$ cat src/rtl/wb_burst_master.sv
// wb_burst_master: turns one request (addr/len/sel/we) into a Wishbone B3 incrementing burst.
// Latency: first beat presented the cycle after acceptance; read data appears one cycle after each ack.
// Backpressure: req_ready only in IDLE; write data stalls stb via wr_valid; read data has no backpressure.
// Ports: clk/rst_n; request side req_valid/req_ready/req_we/req_addr/req_len/req_sel;
//        write stream wr_data/wr_valid/wr_ready; read stream rd_data/rd_valid; status done/err;
//        Wishbone master wbm_cyc_o/stb_o/we_o/addr_o/sel_o/cti_o/bte_o/data_o, wbm_data_i/ack_i/err_i.
// Optional watchdog: define WB_MASTER_TIMEOUT_EN to abort a burst after TIMEOUT cycles without ack.
module wb_burst_master #(
  parameter int LEN_BITS = 4,
  parameter int TIMEOUT  = 1023
) (
  input  logic                clk,
  input  logic                rst_n,
  input  logic                req_valid,
  output logic                req_ready,
  input  logic                req_we,
  input  logic [31:2]         req_addr,
  input  logic [LEN_BITS-1:0] req_len,
  input  logic [3:0]          req_sel,
  input  logic [31:0]         wr_data,
  input  logic                wr_valid,
  output logic                wr_ready,
  output logic [31:0]         rd_data,
  output logic                rd_valid,
  output logic                done,
  output logic                err,
  output logic                wbm_cyc_o,
  output logic                wbm_stb_o,
  output logic                wbm_we_o,
  output logic [31:2]         wbm_addr_o,
  output logic [3:0]          wbm_sel_o,
  output logic [2:0]          wbm_cti_o,
  output logic [1:0]          wbm_bte_o,
  output logic [31:0]         wbm_data_o,
  input  logic [31:0]         wbm_data_i,
  input  logic                wbm_ack_i,
  input  logic                wbm_err_i
);

  typedef enum logic [1:0] {
    IDLE = 2'd0,
    XFER = 2'd1,
    FIN  = 2'd2
  } state_t;

  state_t              state;
  logic [31:2]         addr_q;
  logic [LEN_BITS-1:0] len_q;
  logic [LEN_BITS-1:0] cnt_q;
  logic [3:0]          sel_q;
  logic                we_q;

  logic in_xfer;
  logic stb;
  logic beat;
  logic last_beat;
  logic abort;
  logic timeout_hit;

  assign in_xfer = (state == XFER);
  // Writes only strobe when a data word is available; reads strobe every XFER cycle.
  assign stb     = in_xfer & (we_q ? wr_valid : 1'b1);
  // An error on the same edge as an ack wins: that beat does not count.
  assign beat      = stb & wbm_ack_i & ~wbm_err_i;
  assign last_beat = beat & (cnt_q == len_q);
  assign abort     = in_xfer & (wbm_err_i | timeout_hit);

`ifdef WB_MASTER_TIMEOUT_EN
  localparam int TW = $clog2(TIMEOUT + 1);
  logic [TW-1:0] tmr_q;

  // Abort on the edge where the counter would reach TIMEOUT, unless an ack arrives on it.
  assign timeout_hit = in_xfer & ~wbm_ack_i & (tmr_q == TW'(TIMEOUT - 1));

  always_ff @(posedge clk or negedge rst_n) begin
    if (!rst_n) begin
      tmr_q <= '0;
    end else if (!in_xfer || wbm_ack_i) begin
      tmr_q <= '0;
    end else begin
      tmr_q <= tmr_q + TW'(1);
    end
  end
`else
  logic unused_timeout;
  assign timeout_hit    = 1'b0;
  assign unused_timeout = (TIMEOUT != 0);
`endif

  always_comb begin
    wbm_cti_o = 3'b000;
    if (in_xfer && (len_q != '0)) begin
      wbm_cti_o = (cnt_q == len_q) ? 3'b111 : 3'b010;
    end
  end

  assign req_ready  = (state == IDLE);
  assign wbm_cyc_o  = in_xfer;
  assign wbm_stb_o  = stb;
  assign wbm_we_o   = in_xfer & we_q;
  assign wbm_addr_o = addr_q;
  assign wbm_sel_o  = sel_q;
  assign wbm_bte_o  = 2'b00;
  assign wbm_data_o = wr_data;
  assign wr_ready   = in_xfer & we_q & wbm_ack_i;

  always_ff @(posedge clk or negedge rst_n) begin
    if (!rst_n) begin
      state    <= IDLE;
      addr_q   <= '0;
      len_q    <= '0;
      cnt_q    <= '0;
      sel_q    <= '0;
      we_q     <= 1'b0;
      done     <= 1'b0;
      err      <= 1'b0;
      rd_valid <= 1'b0;
      rd_data  <= '0;
    end else begin
      done     <= 1'b0;
      rd_valid <= 1'b0;
      case (state)
        IDLE: begin
          err <= 1'b0;
          if (req_valid) begin
            addr_q <= req_addr;
            len_q  <= req_len;
            sel_q  <= req_sel;
            we_q   <= req_we;
            cnt_q  <= '0;
            state  <= XFER;
          end
        end
        XFER: begin
          if (abort) begin
            state <= FIN;
            done  <= 1'b1;
            err   <= 1'b1;
          end else if (beat) begin
            addr_q <= addr_q + 30'd1;
            cnt_q  <= cnt_q + LEN_BITS'(1);
            if (!we_q) begin
              rd_valid <= 1'b1;
              rd_data  <= wbm_data_i;
            end
            if (last_beat) begin
              state <= FIN;
              done  <= 1'b1;
              err   <= 1'b0;
            end
          end
        end
        FIN: begin
          state <= IDLE;
          err   <= 1'b0;
        end
        default: state <= IDLE;
      endcase
    end
  end

endmodule

$ cat config.mk
export PLATFORM = sky130hd
export DESIGN_NAME = wb_burst_master
export DESIGN_NICKNAME = d
export VERILOG_FILES = /design/src/rtl/wb_burst_master.sv
export SDC_FILE = /design/constraint.sdc
export NUM_CORES = 1
export LEC_CHECK = 0
export CAP_MARGIN = 20
export CORE_MARGIN = 4
export CORE_UTILIZATION = 43
export CTS_CLUSTER_SIZE = 16
export DETAILED_ROUTE_END_ITERATION = 7
export GPL_TIMING_DRIVEN = 0
export PLACE_DENSITY = 0.87
export RECOVER_POWER = 50
export SLEW_MARGIN = 10
export SYNTH_ARGS = -nofsm -noshare
export SYNTH_HDL_FRONTEND = slang
export SYNTH_SLANG_ARGS = --single-unit
$ cat constraint.sdc
create_clock -name clk -period 4.3 [get_ports clk]
set_input_delay 1.29 -clock clk [delete_from_list [all_inputs] [get_ports clk]]
set_output_delay 1.29 -clock clk [all_outputs]
set_load 0.01 [all_outputs]
== Word level (Yosys, flattened, before mapping) ==
Index checks and enable logic that the tools add are counted.

* Register bits: 80
* Input bits: 109
* Logic and storage cells: 69

* Add/sub/neg operators: 2
* Equal/unequal tests: 8
* Muxes and demuxes: 28
* Bitwise logic cells: 10
* Reduce and logical (&&, ||, !) cells: 11

{| class="wikitable"
|+ Operators with widths
! cell !! number
|-
| 30-bit two-way mux || 3
|-
| 30-bit one-hot mux with 2 select lines || 1
|-
| 30-bit by 1-bit adder with 30-bit output (second input constant) || 1
|-
| 1-bit two-way mux || 12
|-
| 4-bit two-way mux || 3
|-
| 2-bit two-way mux || 4
|-
| 4-bit one-hot mux with 2 select lines || 1
|-
| 4-bit AND reduction || 2
|-
| 1-bit AND || 7
|-
| 3-bit two-way mux || 2
|-
| 3-bit by 1-bit != test with 1-bit output (second input constant) || 2
|-
| 3-bit AND reduction || 2
|-
| 4-bit by 1-bit adder with 4-bit output (second input constant) || 1
|-
| 4-bit equality test || 1
|-
| 2-bit != test (second input constant) || 2
|-
| 2-bit one-hot mux with 2 select lines || 1
|-
| 2-bit nonzero test || 2
|-
| 4-bit nonzero test || 1
|-
| 1-bit NOT || 3
|-
| 2-bit by 1-bit equality test with 1-bit output (second input constant) || 1
|-
| 2-bit equality test (second input constant) || 1
|-
| 2-bit logical NOT || 1
|-
| 2-bit by 1-bit != test with 1-bit output (second input constant) || 1
|-
| 1-bit one-hot mux with 2 select lines || 1
|-
| 3 further kinds || 3
|}

== Longest topological paths before layout ==
* Depth in word-level cells: 9
* Depth in mapped cells: 8
* Depth with buffers taken out: 6

== Least setup slack after synthesis ==
Ideal clock, no wire load.

* Path type: input to output
* Start: input wr_valid
* End: output wbm_stb_o
* Arrival: 1.668 ns
* Data required time: 3.010 ns
* Slack: 1.342 ns
* Stages: 2
* Cell sequence: nand2b_1 -> and2_1

* Word-level cells in the longest chain between the ends: 2

{| class="wikitable"
|+ Ends and longest elaborated chain
! what !! line !! text
|-
| from (decl) || 21 || <nowiki>input logic wr_valid,</nowiki>
|-
| 1-bit two-way mux || 62 || <nowiki>assign stb = in_xfer & (we_q ? wr_valid : 1'b1);</nowiki>
|-
| 1-bit AND || 62 ||
|-
| to (decl) || 28 || <nowiki>output logic wbm_stb_o,</nowiki>
|}

No other way between the ends.

== Worst setup path in the final report ==
* Start: register state[1]
* End: output wr_ready

* Word-level cells in the longest chain between the ends: 3

{| class="wikitable"
|+ Ends and longest elaborated chain
! what !! line !! text
|-
| from (decl) || 46 || <nowiki>state_t state;</nowiki>
|-
| from (signal assigned) || 109 || <nowiki>state <= IDLE;</nowiki>
|-
| from (signal assigned) || 131 || <nowiki>state <= XFER;</nowiki>
|-
| from (signal assigned) || 136 || <nowiki>state <= FIN;</nowiki>
|-
| 2-bit by 1-bit equality test with 1-bit output || 60 || <nowiki>assign in_xfer = (state == XFER);</nowiki>
|-
| 1-bit AND (2 in a row) || 105 || <nowiki>assign wr_ready = in_xfer & we_q & wbm_ack_i;</nowiki>
|-
| to (decl) || 22 || <nowiki>output logic wr_ready,</nowiki>
|}

No other way between the ends.

==> results_dict.tcl <==
set metrics [dict create \
    final_cell_mix "132 x clkdlybuf4s50_1, 80 x dfrtp_1, 56 x nand2_1, 52 x dlygate4sd3_1, 35 x buf_4" \
    cts_sinks 80 \
    diodes 0 \
    die-height_microns 106 \
    post_drt_wl_per_cell_microns 17.7 \
    ys_seq_elements 80 \
    clkLatencyLatePin_ns 0.35 \
    tns_ns 0 \
    grtUsageTotal_pct 23.8 \
    cts_buffers 9 \
    setup_violations 0 \
    gr-total-overflow 0 \
    relSlewSlack_pct -4.17 \
    critPathRequiredTime_ns 3.01 \
    die-area_sq_um 11200 \
    grt_pass1_wl_microns 21500 \
    cp_cell_sequence "nand2b_1 -> inv_2 -> clkbuf_1 -> clkbuf_2 -> and3_1 -> clkdlybuf4s50_1" \
    switching_share_pct 41.0 \
    ir_drop_v 0.000350 \
    clock_skew_ns 0.0112 \
    gp_routability_congestion 0.899 \
    htreeDepth 3 \
    power.total_uw 4020 \
    drive_above_1_share_pct 15.3 \
    synth-edff-count 0 \
    crit_family "buffers and inverters" \
    crit_fanout 10 \
    p_int_uw 2370 \
    core_sq_um 9280 \
    startpoint_type "flip-flop" \
    dpl.hpwl_microns 10300 \
    max_freq_ghz 0.248 \
    drtAntennaViolNets 0 \
    numPortBuffers 185 \
    critPathSlowestCell "clkdlybuf4s50_1" \
    num_rows 35 \
    p_per_area_nw_per_um2 635 \
    switching_power_uw 1650 \
    postCtsSetupRepairBufs 0 \
    hold_viol_final 0 \
    grt_max_degree 52 \
    outcome "finished, violations left" \
    yosysSeqAreaShare_pct 48.5 \
    die_w_microns 106 \
    syn_area_sq_um 4120 \
    critPathMaxStageDelay_ns 0.53 \
    cap_viol_max_count 1 \
    cp_data_arrival_time_ns 2.75 \
    synthFlopType "dfrtp_1" \
    period_needed_ns 4.04 \
    path_buf_inv 4 \
    root_buffer "clkbuf_8" \
    yosys_warnings 0 \
    tritoncts "yes" \
    worstMarginPinSlew_ns 1.56 \
    finalMaxSlewViolations 31 \
    synthCells 428 \
    violations "capacitance limit, slew limit" \
    grt_pass1_vias 4357 \
    seq_power_share_pct 35.4 \
    route.detailed.drc 0 \
    nFillCells 691 \
    async_flop_share_pct 100 \
    worstSetupPathType "reg -> out" \
    power.share.clock_pct 12.8 \
    synth_cell_types 49 \
    cellLeakagePower_uw 0.00265 \
    vias_per_cell 5.46 \
    clk_pin_slew_ns 0.09 \
    rsz0062_at_grt "no" \
    drt_iter0_drc 248 \
    firstDrtPassIters 6 \
    io_pins 220 \
    postSynthAreaPerCell_sq_um 9.64 \
    start_util_pct 44.4 \
    min_path_type "reg -> reg" \
    nNetsFinal 738 \
    vias 4153 \
    areaGrowthSynthToFinish_pct 53.4 \
    cp-end-kind "output pin" \
    routed_wirelength_microns 13500 \
    final_common_cell "clkdlybuf4s50_1" \
    antenna_found_initial 0 \
    clockBufferDepth 2 \
    comb_power_share_pct 51.8 \
    post-route-period-util_pct 93.9 \
]
## path summary, 6_finish.rpt
path	from	endpoint	slack [ns]	cells after the start
max	state[1]	wr_ready	0.26	6
min	wbm_sel_o[0]	wbm_sel_o[0]	0.49	2
min reg2reg	wbm_sel_o[0]	wbm_sel_o[0]	0.49	2
min in group asynchronous	rst_n	rd_data[8]	1.32	1
max reg2reg	state[1]	rd_data[4]	1.84	6
max in group asynchronous	rst_n	wbm_addr_o[2]	0.98	2
## cell type report
type                    instances  area (sq um)  area share (%)
multi-input cells             286          1760            27.7
inverters                       3          11.3           0.178
well taps                     129           161            2.55
clock buffers                  10           138            2.18
repair buffers                187          1860            29.3
clock inverters                 6          43.8           0.692
plain buffers                  60           360            5.70
flip-flops and latches         80          2000            31.6
## cells in the mapped netlist, types with 2 or more instances
library cell / instances / area, sq um
or2_2: 2 / 12.5
dfrtp_1: 80 / 2000
a31oi_1: 3 / 18.8
nor3_1: 9 / 45.0
o32ai_1: 3 / 26.3
o22ai_1: 10 / 62.6
nand2_1: 56 / 210
and2_1: 5 / 31.3
o21ai_0: 16 / 80.1
nand3_2: 2 / 20.0
inv_1: 2 / 7.51
xnor2_1: 4 / 35.0
or3_1: 5 / 31.3
buf_4: 35 / 263
clkbuf_1: 20 / 75.1
and3_1: 8 / 50.1
nand4_1: 12 / 75.1
mux2_2: 32 / 360
and4_1: 3 / 26.3
a41oi_1: 2 / 17.5
nor3b_1: 2 / 15.0
o311ai_0: 2 / 17.5
nand3_1: 20 / 100
a22oi_1: 5 / 37.5
buf_1: 3 / 11.3
nor4_1: 3 / 18.8
a311oi_1: 2 / 17.5
o22a_1: 3 / 26.3
a2bb2oi_1: 3 / 26.3
nand2b_1: 3 / 18.8
buf_2: 2 / 10.0
ha_1: 2 / 25.0
nor2_1: 28 / 105
a21oi_1: 26 / 130
## routing by layer
layer	global-route usage (%)	vias to the layer above	share of wire, %
met2	39.1	263	47
li1	-	1888	-
met5	0	-	0
met1	27.3	1968	36
met4	7.49	0	2.5
met3	11.7	34	14
## registers in the layout (all words and copies together) (netlist names)
name        flops
done            1
err             1
state           2
wbm_addr_o     30
rd_data        32
we_q            1
cnt_q           4
wbm_sel_o       4
rd_valid        1
len_q           4
## worst reg2reg max path: cells and delay by family, from the launching register on
family / cells / cell delay (ns)
and+or+nand+nor: 3 / 0.88
buffers and inverters: 2 / 0.65
muxes: 1 / 0.41
DFF: 1 / 0.40
## power by group through the flow
stage	clock, uW	sequential, uW	combinational [uW]
3_3_place_gp	0	1410	2100
4_1_cts	525	1430	2170
3_5_place_dp	0	1440	2150
6_report	513	1420	2080
5_1_grt	564	1470	2260
2_1_floorplan	0	1520	907
## metrics by stage
| stage | cell area (sq um) | instances | hold slack [ns] | util [%] | setup slack (ns) |
|---|---|---|---|---|---|
| final | 6330 | 761 | 0.488 | 68.2 | 0.262 |
| after CTS | 6350 | 760 | 0.500 | 68.4 | 0.105 |
| after global placement | 6140 | 743 | 0.464 | 66.1 | -0.813 |
| after floorplan | 4130 | 429 | 0.489 | - | 1.34 |
| after detailed placement | 6170 | 744 | 0.480 | 66.4 | 0.378 |
| after global routing | 6330 | 761 | 0.510 | 68.2 | 0.147 |
## timing repair
action | 4_1_cts | 5_1_grt
endpoints found under the hold margin | 0 | 0
gates resized for setup | 0 | 1
hold buffers | 0 | 0
endpoints found under the setup margin | 0 | 3
## logic make-up (layout without fill, tap and decap cells)
group,Yosys count,in the layout,share of synthesized area (%)
simple gates,163,163,19.4
compound gates,82,82,12.6
mux,32,32,8.74
flops,80,80,48.5
buf+inv,63,266,8.98
other cells,1,2,0.0909
xor+xnor,5,5,1.06
fa+ha+maj,2,2,0.607
(Power assumes the default switching activity.)
